## src/rtl/nand_flash_ctrl.sv

```systemverilog
// nand_flash_ctrl: command sequencer driving a 256x8 NAND array (burst read/program, full erase).
// Optional post-erase blank check enabled by defining NAND_CTRL_ERASE_VERIFY_EN.
module nand_flash_ctrl #(
    parameter int ERASE_CYCLES = 4
) (
    input  logic       clk,
    input  logic       rst,
    input  logic       cmd_valid_i,
    output logic       cmd_ready_o,
    input  logic [1:0] cmd_op_i,
    input  logic [7:0] cmd_addr_i,
    input  logic [3:0] cmd_len_i,
    input  logic       wr_valid_i,
    output logic       wr_ready_o,
    input  logic [7:0] wr_data_i,
    output logic       rd_valid_o,
    input  logic       rd_ready_i,
    output logic [7:0] rd_data_o,
    output logic       busy_o,
    output logic       done_o,
    output logic       err_o,
    output logic       mem_we_o,
    output logic       mem_re_o,
    output logic       mem_erase_o,
    output logic [7:0] mem_addr_o,
    output logic [7:0] mem_wdata_o,
    input  logic [7:0] mem_rdata_i
);
    localparam logic [3:0] IDLE    = 4'd0;
    localparam logic [3:0] PG_ACC  = 4'd1;
    localparam logic [3:0] PG_WR   = 4'd2;
    localparam logic [3:0] RD_REQ  = 4'd3;
    localparam logic [3:0] RD_CAP  = 4'd4;
    localparam logic [3:0] RD_OUT  = 4'd5;
    localparam logic [3:0] ER_STB  = 4'd6;
    localparam logic [3:0] ER_WAIT = 4'd7;
`ifdef NAND_CTRL_ERASE_VERIFY_EN
    localparam logic [3:0] ER_VFY  = 4'd8;
    localparam logic [3:0] ER_DRN  = 4'd9;
`endif
    localparam logic [3:0] DONE    = 4'd10;
    localparam int WW = $clog2(ERASE_CYCLES + 1);

    logic [3:0]    state_q, state_d;
    logic [7:0]    addr_q, addr_d;
    logic [3:0]    cnt_q, cnt_d;
    logic [7:0]    wdata_q, wdata_d;
    logic [7:0]    rd_data_q, rd_data_d;
    logic          rd_valid_q, rd_valid_d;
    logic          err_q, err_d;
    logic [WW-1:0] wait_q, wait_d;

    always_comb begin
        state_d    = state_q;
        addr_d     = addr_q;
        cnt_d      = cnt_q;
        wdata_d    = wdata_q;
        rd_data_d  = rd_data_q;
        rd_valid_d = rd_valid_q;
        err_d      = err_q;
        wait_d     = wait_q;
        case (state_q)
            IDLE: if (cmd_valid_i) begin
                addr_d  = cmd_addr_i;
                cnt_d   = cmd_len_i;
                err_d   = &cmd_op_i;
                state_d = cmd_op_i == 2'b00 ? RD_REQ :
                          cmd_op_i == 2'b01 ? PG_ACC :
                          cmd_op_i == 2'b10 ? ER_STB : DONE;
            end
            PG_ACC: if (wr_valid_i) begin
                wdata_d = wr_data_i;
                state_d = PG_WR;
            end
            PG_WR: begin
                state_d = cnt_q == 4'd0 ? DONE : PG_ACC;
                addr_d  = cnt_q == 4'd0 ? addr_q : addr_q + 8'd1;
                cnt_d   = cnt_q == 4'd0 ? cnt_q : cnt_q - 4'd1;
            end
            RD_REQ: state_d = RD_CAP;
            RD_CAP: begin
                rd_data_d  = mem_rdata_i;
                rd_valid_d = 1'b1;
                state_d    = RD_OUT;
            end
            RD_OUT: if (rd_ready_i) begin
                rd_valid_d = 1'b0;
                state_d    = cnt_q == 4'd0 ? DONE : RD_REQ;
                addr_d     = cnt_q == 4'd0 ? addr_q : addr_q + 8'd1;
                cnt_d      = cnt_q == 4'd0 ? cnt_q : cnt_q - 4'd1;
            end
            ER_STB: begin
                wait_d  = WW'(ERASE_CYCLES - 1);
                state_d = ER_WAIT;
            end
            ER_WAIT: begin
                wait_d = wait_q - 1'b1;
`ifdef NAND_CTRL_ERASE_VERIFY_EN
                addr_d  = 8'h00;
                state_d = wait_q == '0 ? ER_VFY : ER_WAIT;
`else
                state_d = wait_q == '0 ? DONE : ER_WAIT;
`endif
            end
`ifdef NAND_CTRL_ERASE_VERIFY_EN
            // read data trails the request by one cycle, so address 0 has nothing to check yet
            ER_VFY: begin
                addr_d  = addr_q + 8'd1;
                err_d   = err_q | (addr_q != 8'h00 && mem_rdata_i != 8'h00);
                state_d = addr_q == 8'hFF ? ER_DRN : ER_VFY;
            end
            ER_DRN: begin
                err_d   = err_q | (mem_rdata_i != 8'h00);
                state_d = DONE;
            end
`endif
            default: state_d = IDLE;
        endcase
    end

    always_ff @(posedge clk) begin
        if (rst) begin
            state_q    <= IDLE;
            addr_q     <= '0;
            cnt_q      <= '0;
            wdata_q    <= '0;
            rd_data_q  <= '0;
            rd_valid_q <= 1'b0;
            err_q      <= 1'b0;
            wait_q     <= '0;
        end else begin
            state_q    <= state_d;
            addr_q     <= addr_d;
            cnt_q      <= cnt_d;
            wdata_q    <= wdata_d;
            rd_data_q  <= rd_data_d;
            rd_valid_q <= rd_valid_d;
            err_q      <= err_d;
            wait_q     <= wait_d;
        end
    end

    assign cmd_ready_o = state_q == IDLE;
    assign busy_o      = state_q != IDLE;
    assign done_o      = state_q == DONE;
    assign err_o       = err_q;
    assign wr_ready_o  = state_q == PG_ACC;
    assign rd_valid_o  = rd_valid_q;
    assign rd_data_o   = rd_data_q;
    assign mem_we_o    = state_q == PG_WR;
    assign mem_erase_o = state_q == ER_STB;
`ifdef NAND_CTRL_ERASE_VERIFY_EN
    assign mem_re_o    = state_q == RD_REQ || state_q == ER_VFY;
`else
    assign mem_re_o    = state_q == RD_REQ;
`endif
    assign mem_addr_o  = (mem_we_o || mem_re_o) ? addr_q : 8'h00;
    assign mem_wdata_o = mem_we_o ? wdata_q : 8'h00;
endmodule

```

## config.mk

```make
export PLATFORM = sky130hd
export DESIGN_NAME = nand_flash_ctrl
export DESIGN_NICKNAME = d
export VERILOG_FILES = /design/src/rtl/nand_flash_ctrl.sv
export SDC_FILE = /design/constraint.sdc
export NUM_CORES = 1
export LEC_CHECK = 0
export BUFFER_PORTS_ARGS = -buffer_cell sky130_fd_sc_hd__buf_2
export CORE_MARGIN = 1.5
export CORE_UTILIZATION = 50
export DETAILED_ROUTE_END_ITERATION = 6
export GPL_TIMING_DRIVEN = 0
export PLACE_DENSITY = 0.8
export SKIP_LAST_GASP = 1
export SLEW_MARGIN = 20
export SYNTH_ARGS = -nofsm -noshare
export SYNTH_HDL_FRONTEND = slang
export SYNTH_SLANG_ARGS = --single-unit
```

## constraint.sdc

```tcl
create_clock -name clk -period 2 [get_ports clk]
set_input_delay 0.4 -clock clk [delete_from_list [all_inputs] [get_ports clk]]
set_output_delay 0.4 -clock clk [all_outputs]
set_load 0.03 [all_outputs]
```

# ---- Word-level counts from Yosys, hierarchy flattened
# Cells that the tools add are included.
dict set report totals {
  regBits 37
  latchBits 0
  mem_bits_rw 0
  rom_bits 0
  inputBits 35
  word_cells 62
  mem_count 0
}
dict set report classes {
  n_addsub 3
  n_mul 0
  div_mod_pow 0
  magnitude_cmp 0
  n_eq_ne 13
  shifts 0
  n_mux 23
  n_bitwise 0
  n_reduce_logical 15
}
# operator n
set op_table {}
lappend op_table {{two-way mux 4 bit} 12}
lappend op_table {{two-way mux 8 bit} 5}
lappend op_table {{one-hot mux 4 bit (8 select lines)} 1}
lappend op_table {{one-hot mux 8 bit (3 select lines)} 1}
lappend op_table {{== test 4 x 3 -> 1 bit (second input constant)} 4}
lappend op_table {{one-hot mux 4 bit (3 select lines)} 1}
lappend op_table {{adder 8 x 1 -> 8 bit (second input constant)} 1}
lappend op_table {{== test 4 x 2 -> 1 bit (second input constant)} 2}
lappend op_table {{zero test 4 bit} 2}
lappend op_table {{AND reduction 2 bit} 4}
lappend op_table {{!= test 2 bit (second input constant)} 3}
lappend op_table {{one-hot mux 3 bit (2 select lines)} 1}
lappend op_table {{AND reduction 3 bit} 2}
lappend op_table {{== test 4 x 1 -> 1 bit (second input constant)} 1}
lappend op_table {{== test 4 bit (second input constant)} 1}
lappend op_table {{nonzero test 2 bit} 2}
lappend op_table {{nonzero test 4 bit} 1}
lappend op_table {{subtractor 4 x 1 -> 4 bit (second input constant)} 1}
lappend op_table {{zero test 3 bit} 1}
lappend op_table {{nonzero test 3 bit} 1}
lappend op_table {{subtractor 3 x 1 -> 3 bit (second input constant)} 1}
lappend op_table {{== test 2 x 1 -> 1 bit (second input constant)} 1}
lappend op_table {{== test 2 bit (second input constant)} 1}
lappend op_table {{zero test 2 bit} 1}
lappend op_table {{3 further kinds} 3}

# ---- Logic depth before layout (Yosys ltp)
# Gate-level depths: netlist of run 1.
dict set report logic_depth {
  ltp_word 6
  mapped_depth 8
  mapped_depth_nobuf 8
}

# ---- Worst setup path before layout of run 1
# OpenSTA, ideal clock, no wires.
dict set report synth_timing {
  path_type {register -> register}
  start {register state_q[0]}
  end {register wdata_q[0]}
  setup_ns 0.128
  arrival_ns 2.532
  path_slack_ns -0.659
  path_stages_with_launch 6
  path_buffers 1
  synth_period_minus_slack_ns 2.659
  path_cell_list {dfxtp_1 -> buf_2 -> nor4b_1 -> nand2_1 -> mux2i_1 -> nor2_1}
}
dict set report synth_via {
  elab_chain_cells 2
}
# element line_no
set synth_lines {}
lappend synth_lines {{start, declared} 44} ;# logic [3:0] state_q, state_d;
lappend synth_lines {{start signal, assigned} 132} ;# state_q <= state_d;
lappend synth_lines {{== test 4 x 1 -> 1 bit} -}
lappend synth_lines {{via wr_ready_o} 14} ;# output logic wr_ready_o,
lappend synth_lines {{AND reduction 2 bit (no source line)} -}
lappend synth_lines {{end signal, assigned} 135} ;# wdata_q <= wdata_d;
lappend synth_lines {{end, declared} 47} ;# logic [7:0] wdata_q, wdata_d;
# The timed path passes the listed nets, and every way through them passes these cells.
# A chain may end at the register's enable or synchronous reset.

# ---- Worst setup path in the final report of run 1
dict set report layout_timing {
  start {register state_q[2]}
  end {output mem_wdata_o[5]}
}
dict set report layout_via {
  elab_chain_cells 2
}
# element line_no
set layout_lines {}
lappend layout_lines {{== test 4 x 2 -> 1 bit} 150} ;# assign mem_we_o = state_q == PG_WR;
lappend layout_lines {{two-way mux 8 bit} 158} ;# assign mem_wdata_o = mem_we_o ? wdata_q : 8'h00;
lappend layout_lines {{end, declared} 26} ;# output logic [7:0] mem_wdata_o,
# No other way between the ends.

==> results of run 1 <==
[repair_timing]
action	4_1_cts	5_1_grt
gates cloned	1	2
pin swaps	6	14
buffers inserted	5	12
setup endpoints to repair	30	46
gates resized for setup	39	46
[registers in the layout, indices dropped and copies added, names as in the netlist]
signal,count
addr_q,8
cnt_q,4
wait_q,3
state_q,4
wdata_q,8
rd_data_o,8
rd_valid_o,1
err_o,1
[cells in the final DEF (no fill, tap or decap), types with 2 or more instances in the layout]
cell type	Yosys	layout
buf_8	0	2
o32ai_2	2	2
nor4_1	3	3
dfxtp_4	0	2
buf_2	3	52
nor3_2	0	2
inv_1	8	6
buf_4	0	18
o21ai_0	8	7
clkbuf_4	0	3
o31ai_1	2	2
a211oi_1	2	2
ha_1	4	4
o31a_1	2	2
bufinv_16	0	2
o32ai_1	3	3
mux2i_1	8	8
and2_1	18	8
and3_1	2	2
buf_6	2	12
nand2b_1	2	2
a21boi_0	2	2
nand2_1	41	40
dfxtp_1	37	34
nor3_1	7	5
a311oi_1	2	2
or3_1	3	3
nand4_1	2	2
nor2_1	28	27
and2_4	0	10
clkbuf_8	0	5
clkbuf_1	8	5
clkbuf_2	0	3
nor3b_4	0	2
nand3_1	8	8
a21oi_1	23	20
a31oi_1	2	2
a21oi_2	0	2
[through the flow]
stage / std cells / utilization / hold slack, ns
after floorplan: 256 / - / 0.432
after global placement: 370 / 0.645 / 0.441
after detailed placement: 370 / 0.645 / 0.443
after CTS: 384 / 0.723 / 0.338
after global routing: 396 / 0.784 / 0.333
final: 396 / 0.784 / 0.344
[layer usage]
metal  up-vias  track usage  routed length, microns
met3        21       0.0630                     528
met5         -            0                       0
met2       140        0.454                    3160
li1       1085            -                       -
met4         0       0.0867                     108
met1      1042        0.321                    2410
[final timing paths]
kind / from / slack (ns) / end
max reg2reg: state_q[2]$_SDFFE_PP0P_ / 0.03 / addr_q[2]$_SDFFE_PP0P_
min reg2reg: rd_data_o[4]$_SDFFE_PP0P_ / 0.45 / rd_data_o[4]$_SDFFE_PP0P_
min: mem_rdata_i[4] / 0.34 / rd_data_o[4]$_SDFFE_PP0P_
max: state_q[2]$_SDFFE_PP0P_ / -0.04 / mem_wdata_o[5]
[worst max-delay path, delay by kind of cell (launching register included)]
| family | cells | cell delay, ns |
|---|---|---|
| and+or+nand+nor | 2 | 0.75 |
| DFF | 1 | 0.36 |
| buffers and inverters | 2 | 0.23 |
[cells by family (layout without fill, tap and decap cells)]
logic type      count (synthesis)  in the layout  synth area share
compound gates                 57             57             0.192
fa+ha+maj                       4              4            0.0250
buf+inv                        23            114            0.0526
flops                          37             37             0.370
mux                             9              9            0.0457
simple gates                  126            127             0.314
[area by class of cell]
| type | instances | share of cell area |
|---|---|---|
| multi-input cells | 197 | 0.443 |
| clock buffers | 5 | 0.0234 |
| well taps | 48 | 0.0205 |
| clock inverters | 3 | 0.0222 |
| repair inverters | 1 | 0.00213 |
| inverters | 9 | 0.0145 |
| plain buffers | 13 | 0.0286 |
| repair buffers | 83 | 0.190 |
| flip-flops and latches | 37 | 0.255 |
[where the power goes]
part           switching [mW]  internal (mW)  leakage, nW  total, mW
Clock                   0.273          0.495       0.0681      0.768
Sequential              0.220          0.957        0.303       1.18
Combinational            1.84           1.41        0.941       3.25
Total                    2.33           2.87         1.31       5.20
==> impl_metrics.env, run 1 <==
export IMPL_critPathRequiredTime_ns=1.60
export IMPL_tritoncts="yes"
export IMPL_ios=68
export IMPL_drive_gt1_frac=0.399
export IMPL_place_gp_congestion=0.881
export IMPL_rsz0062_at_grt="true"
export IMPL_initialDrtViolationCount=283
export IMPL_worst_setup_path_start_kind="flip-flop"
export IMPL_fillCellCount=258
export IMPL_syn_area_per_cell_sq_um=7.81
export IMPL_htree_levels=2
export IMPL_fin_crit_sh=1.02
export IMPL_syn_inst=256
export IMPL_grt_util_all_layers=0.264
export IMPL_synth_top_area_cell="dfxtp_1"
export IMPL_die_x_microns=66.2
export IMPL_antenna_found_initial=0
export IMPL_antenna_left=0
export IMPL_ys_flop_type="dfxtp_1"
export IMPL_seq_area_sq_um=749
export IMPL_avgViaCountPerCell=5.78
export IMPL_tightest_slew_ns=0.577
export IMPL_die_y_microns=66.2
export IMPL_yosysTopAreaCellShare=0.370
export IMPL_dr_total_vias=2288
export IMPL_critPathKind="flip-flop to output pin"
export IMPL_dp_hpwl_microns=3720
export IMPL_min_path_type="input pin to flip-flop"
export IMPL_slew_viol_final=0
export IMPL_ctsHoldBuffers=0
export IMPL_synth_most_common_cell="nand2_1"
export IMPL_synth_area_top_cells="dfxtp_1 37%, nand2_1 7.7%, a21oi_1 5.8%"
export IMPL_end_kind="output pin"
export IMPL_post_drt_wl_per_cell_microns=15.7
export IMPL_skew_ns=0.00672
export IMPL_crit_arrival_ns=1.64
export IMPL_cts_buffers=5
export IMPL_vdd_drop_max_v=0.00104
export IMPL_p_leak_nw=1.31
export IMPL_port_buffers=66
export IMPL_cts_root_buffer="clkbuf_8"
export IMPL_placed_area_sq_um=2410
export IMPL_num_rows=22
export IMPL_setup_tns_final_ns=-0.317
export IMPL_synth_cell_types=49
export IMPL_grt_pass1_vias=1991
export IMPL_path_clk_slew_ns=0.07
export IMPL_grt_first_pass_wirelength_microns=9030
export IMPL_postLayoutCellArea_sq_um=2940
export IMPL_synth_area_sq_um=2000
export IMPL_diodes=0
export IMPL_clock_latency_ns=0.29
export IMPL_drv_cap=0
export IMPL_async_flop_share=0
export IMPL_yosysWarningCount=0
export IMPL_hold_depth=3
export IMPL_initial_core_util=0.534
export IMPL_dieArea_sq_um=4390
export IMPL_pre_cts_slack_ns=-0.419
export IMPL_clock_fmax_mhz=489
export IMPL_timing_final_ws_setup_ns=-0.0437
export IMPL_cts_sinks=37
export IMPL_hold_viol_final=0
export IMPL_violations="negative setup slack"
export IMPL_slowest_stage="or4b_4"
export IMPL_finalSetupViolations=10
export IMPL_core_sq_um=3740
export IMPL_grt_max_degree=13
export IMPL_grt_overflow=0
export IMPL_fin_nets=386
export IMPL_path_max_fanout=6
export IMPL_period_needed_ns=2.04
export IMPL_r2r_cells=6
export IMPL_max_stage_delay_ns=0.61
export IMPL_finalPower_mw=5.20
export IMPL_wl_microns=6210
export IMPL_syn2layout_area_growth_pct=46.8
export IMPL_drc=0
export IMPL_synth_edf_count=0
export IMPL_clockBufferDepth=2
export IMPL_synthesis_nets=295
export IMPL_slew_headroom=0.614
export IMPL_status="complete, but fails checks"
export IMPL_power_density_nw_per_um2=1770
export IMPL_synth_seq_cells=37
export IMPL_yosys_top_cells_count="41 x nand2_1, 37 x dfxtp_1, 28 x nor2_1"
export IMPL_ys_seq_area_frac=0.370
export IMPL_firstDrtPassIters=5
export IMPL_multi_input_area_sq_um=1300
export IMPL_path_cells="or4b_4 > inv_6 > and2_4 > buf_6"
Power figures use the tool's default switching activity.
==> inputs of run 2 (changes only) <==
--- a/config.mk
+++ b/config.mk
@@ -5,12 +5,13 @@
 export SDC_FILE = /design/constraint.sdc
 export NUM_CORES = 1
 export LEC_CHECK = 0
+export ABC_AREA = 1
 export BUFFER_PORTS_ARGS = -buffer_cell sky130_fd_sc_hd__buf_2
 export CORE_MARGIN = 1.5
 export CORE_UTILIZATION = 50
 export DETAILED_ROUTE_END_ITERATION = 6
 export GPL_TIMING_DRIVEN = 0
-export PLACE_DENSITY = 0.8
+export PLACE_DENSITY = 0.79
 export SKIP_LAST_GASP = 1
 export SLEW_MARGIN = 20
 export SYNTH_ARGS = -nofsm -noshare
==> run 2 against run 1 <==
The run now ends clean. Critical path depth rose by 2. Clock skew about the same. First-iteration DRC count fell by 64%. Highest routed layer unchanged. Final cell count up 8.8%. Non-clock buffer count is 22 lower. Routed wire length shrank 23%. Sequential share of layout area up 3.5 points. Combinational power decreased by 38%. Largest power group unchanged. Critical path type unchanged.
==> impl_metrics.env, run 2 <==
export IMPL_status="completed"
export IMPL_grt_first_pass_wirelength_microns=7800
export IMPL_r2r_cells=11
export IMPL_rrSetupSlack_ns=0.43
export IMPL_hold_viol_final=0
export IMPL_synth_edf_count=0
export IMPL_firstDrtPassIters=4
export IMPL_finalSetupViolations=0
export IMPL_yosysTopAreaCellShare=0.365
export IMPL_htree_levels=2
export IMPL_path_clk_slew_ns=0.08
export IMPL_fin_nets=421
export IMPL_hold_depth=3
export IMPL_grt_overflow=0
export IMPL_fin_crit_sh=0.931
export IMPL_placed_area_sq_um=2420
export IMPL_syn_inst=309
export IMPL_r2r_start="cnt_q[0]$_SDFFE_PP0P_"
export IMPL_core_sq_um=3770
export IMPL_avgViaCountPerCell=4.85
export IMPL_p_leak_nw=1.24
export IMPL_whs_ns=0.359
export IMPL_dr_total_vias=2091
export IMPL_post_cts_buffers=0
export IMPL_synth_top_area_cell="dfxtp_1"
export IMPL_synth_area_top_cells="dfxtp_1 37%, nand2_1 13%, nor2_1 11%"
export IMPL_min_delay_start="mem_rdata_i[2]"
export IMPL_clock_latency_ns=0.29
export IMPL_slew_headroom=0.641
export IMPL_slowest_stage="dfxtp_1"
export IMPL_grt_max_degree=13
export IMPL_drive_gt1_frac=0.274
export IMPL_setup_tns_final_ns=0
export IMPL_drv_cap=0
export IMPL_post_drt_wl_per_cell_microns=11.2
export IMPL_grt_util_all_layers=0.230
export IMPL_crit_cells=6
export IMPL_path_cells="inv_2 > nand2_1 > nor2_1 > inv_2 > nor2_1 > buf_2"
export IMPL_antenna_found_initial=0
export IMPL_synth_cell_types=29
export IMPL_ys_seq_area_frac=0.365
export IMPL_tightest_slew_ns=0.538
export IMPL_tritoncts="yes"
export IMPL_final_cell_mix="68 x nand2_1, 67 x buf_2, 59 x nor2_1"
export IMPL_cts_sinks=37
export IMPL_period_needed_ns=1.86
export IMPL_seq_area_sq_um=742
export IMPL_final_common_cell="nand2_1"
export IMPL_power_density_nw_per_um2=1540
export IMPL_wl_microns=4810
export IMPL_vdd_drop_max_v=0.00117
export IMPL_syn_area_per_cell_sq_um=6.56
export IMPL_synth_seq_cells=37
export IMPL_skew_ns=0.00635
export IMPL_clock_fmax_mhz=537
export IMPL_slew_viol_final=0
export IMPL_multi_input_area_sq_um=1070
export IMPL_critPathKind="flip-flop to output pin"
export IMPL_ys_flop_type="dfxtp_1"
export IMPL_min_to="rd_data_o[2]$_SDFFE_PP0P_"
export IMPL_worst_setup_path_start_kind="flip-flop"
export IMPL_cts_root_buffer="clkbuf_8"
export IMPL_yosys_top_cells_count="68 x nand2_1, 59 x nor2_1, 37 x dfxtp_1"
export IMPL_rsz0062_at_grt="false"
export IMPL_initialDrtViolationCount=102
export IMPL_drc=0
export IMPL_dieArea_sq_um=4450
export IMPL_critPathTopFamily="buffers and inverters"
export IMPL_grt_pass1_vias=1819
export IMPL_yosysWarningCount=0
export IMPL_antenna_left=0
export IMPL_min_path_type="input pin to flip-flop"
export IMPL_critical_path_buf_inv_count=3
export IMPL_critPathRequiredTime_ns=1.60
export IMPL_port_buffers=66
export IMPL_fillCellCount=359
export IMPL_initial_core_util=0.538
export IMPL_path_max_fanout=8
export IMPL_num_rows=22
export IMPL_synth_most_common_cell="nand2_1"
export IMPL_crit_arrival_ns=1.46
export IMPL_synth_area_sq_um=2030
export IMPL_diodes=0
export IMPL_dp_hpwl_microns=3530
export IMPL_syn2layout_area_growth_pct=25.9
export IMPL_clockBufferDepth=2
export IMPL_die_x_microns=66.7
export IMPL_crit_start="state_q[2]$_SDFFE_PP0P_"
export IMPL_die_y_microns=66.7
export IMPL_postLayoutCellArea_sq_um=2550
export IMPL_async_flop_share=0
export IMPL_ios=68
export IMPL_cts_buffers=5
export IMPL_synthesis_nets=348
export IMPL_r2r_end="addr_q[2]$_SDFFE_PP0P_"
export IMPL_max_stage_delay_ns=0.37
export IMPL_place_gp_congestion=0.947
export IMPL_end_kind="output pin"
run 2: changes by cell type after synthesis, moves of 5 or more:
cell	change
mux2i_1	-8
o21ai_0	+16
nor2_1	+31
clkbuf_1	-5
nand2_1	+27
and2_1	-18
inv_1	+26
o21ai_1	+6
nand2_2	+6
run 2: cell type report:
| cell class | instances | area share |
|---|---|---|
| Clock buffer | 5 | 0.0269 |
| Inverter | 41 | 0.0622 |
| Buffer | 8 | 0.0211 |
| Timing Repair Buffer | 66 | 0.129 |
| Tap cell | 48 | 0.0235 |
| Sequential cell | 37 | 0.291 |
| Clock inverter | 3 | 0.0255 |
| Multi-Input combinational cell | 223 | 0.421 |
run 2: how the worst max path moves through the flow:
stage | to
after global routing | mem_addr_o[0]
final | mem_addr_o[7]
after floorplan | done_o
after detailed placement | mem_addr_o[4]
after CTS | mem_addr_o[4]
after global placement | mem_addr_o[6]
run 2: what timing repair did:
item                       in CTS  in global routing
resized for setup               0                  2
setup endpoints to repair       0                  7
hold buffers                    0                  0
run 2: per-layer routing:
layer / global-route usage / wire (microns)
met3: 0.0456 / 279
met4: 0.0791 / 42
met5: 0 / 0
met1: 0.284 / 2270
met2: 0.396 / 2220
run 2: cells by family (layout without fill, tap and decap cells):
group | count (synthesis) | count (layout) | synth area share
AND/OR/NAND/NOR | 160 | 160 | 0.348
buffers and inverters | 49 | 123 | 0.105
XOR/XNOR | 3 | 3 | 0.0130
adder cells (fa/ha/maj) | 4 | 4 | 0.0247
AO/OA/AOI/OAI | 56 | 56 | 0.144
flip-flops | 37 | 37 | 0.365
run 2: through the flow:
step	total power [mW]	instances	util	setup WS (ns)
after floorplan	2.70	309	-	0.392
after global placement	3.13	423	0.641	0.403
after detailed placement	3.17	423	0.641	0.417
after CTS	3.94	431	0.677	0.0975
after global routing	4.25	431	0.677	0.0147
final	3.93	431	0.677	0.139
run 2: power by group:
part | internal [mW] | switching [mW] | total, mW | leakage, nW
Combinational | 0.675 | 1.36 | 2.03 | 0.871
Sequential | 0.953 | 0.177 | 1.13 | 0.302
Clock | 0.495 | 0.274 | 0.770 | 0.0681
Total | 2.12 | 1.81 | 3.93 | 1.24
run 2: tightest hold or removal path, delay by kind of cell:
kind            cells  cell delay (ns)
buf+inv             1             0.07
simple gates        1             0.08
compound gates      1             0.07
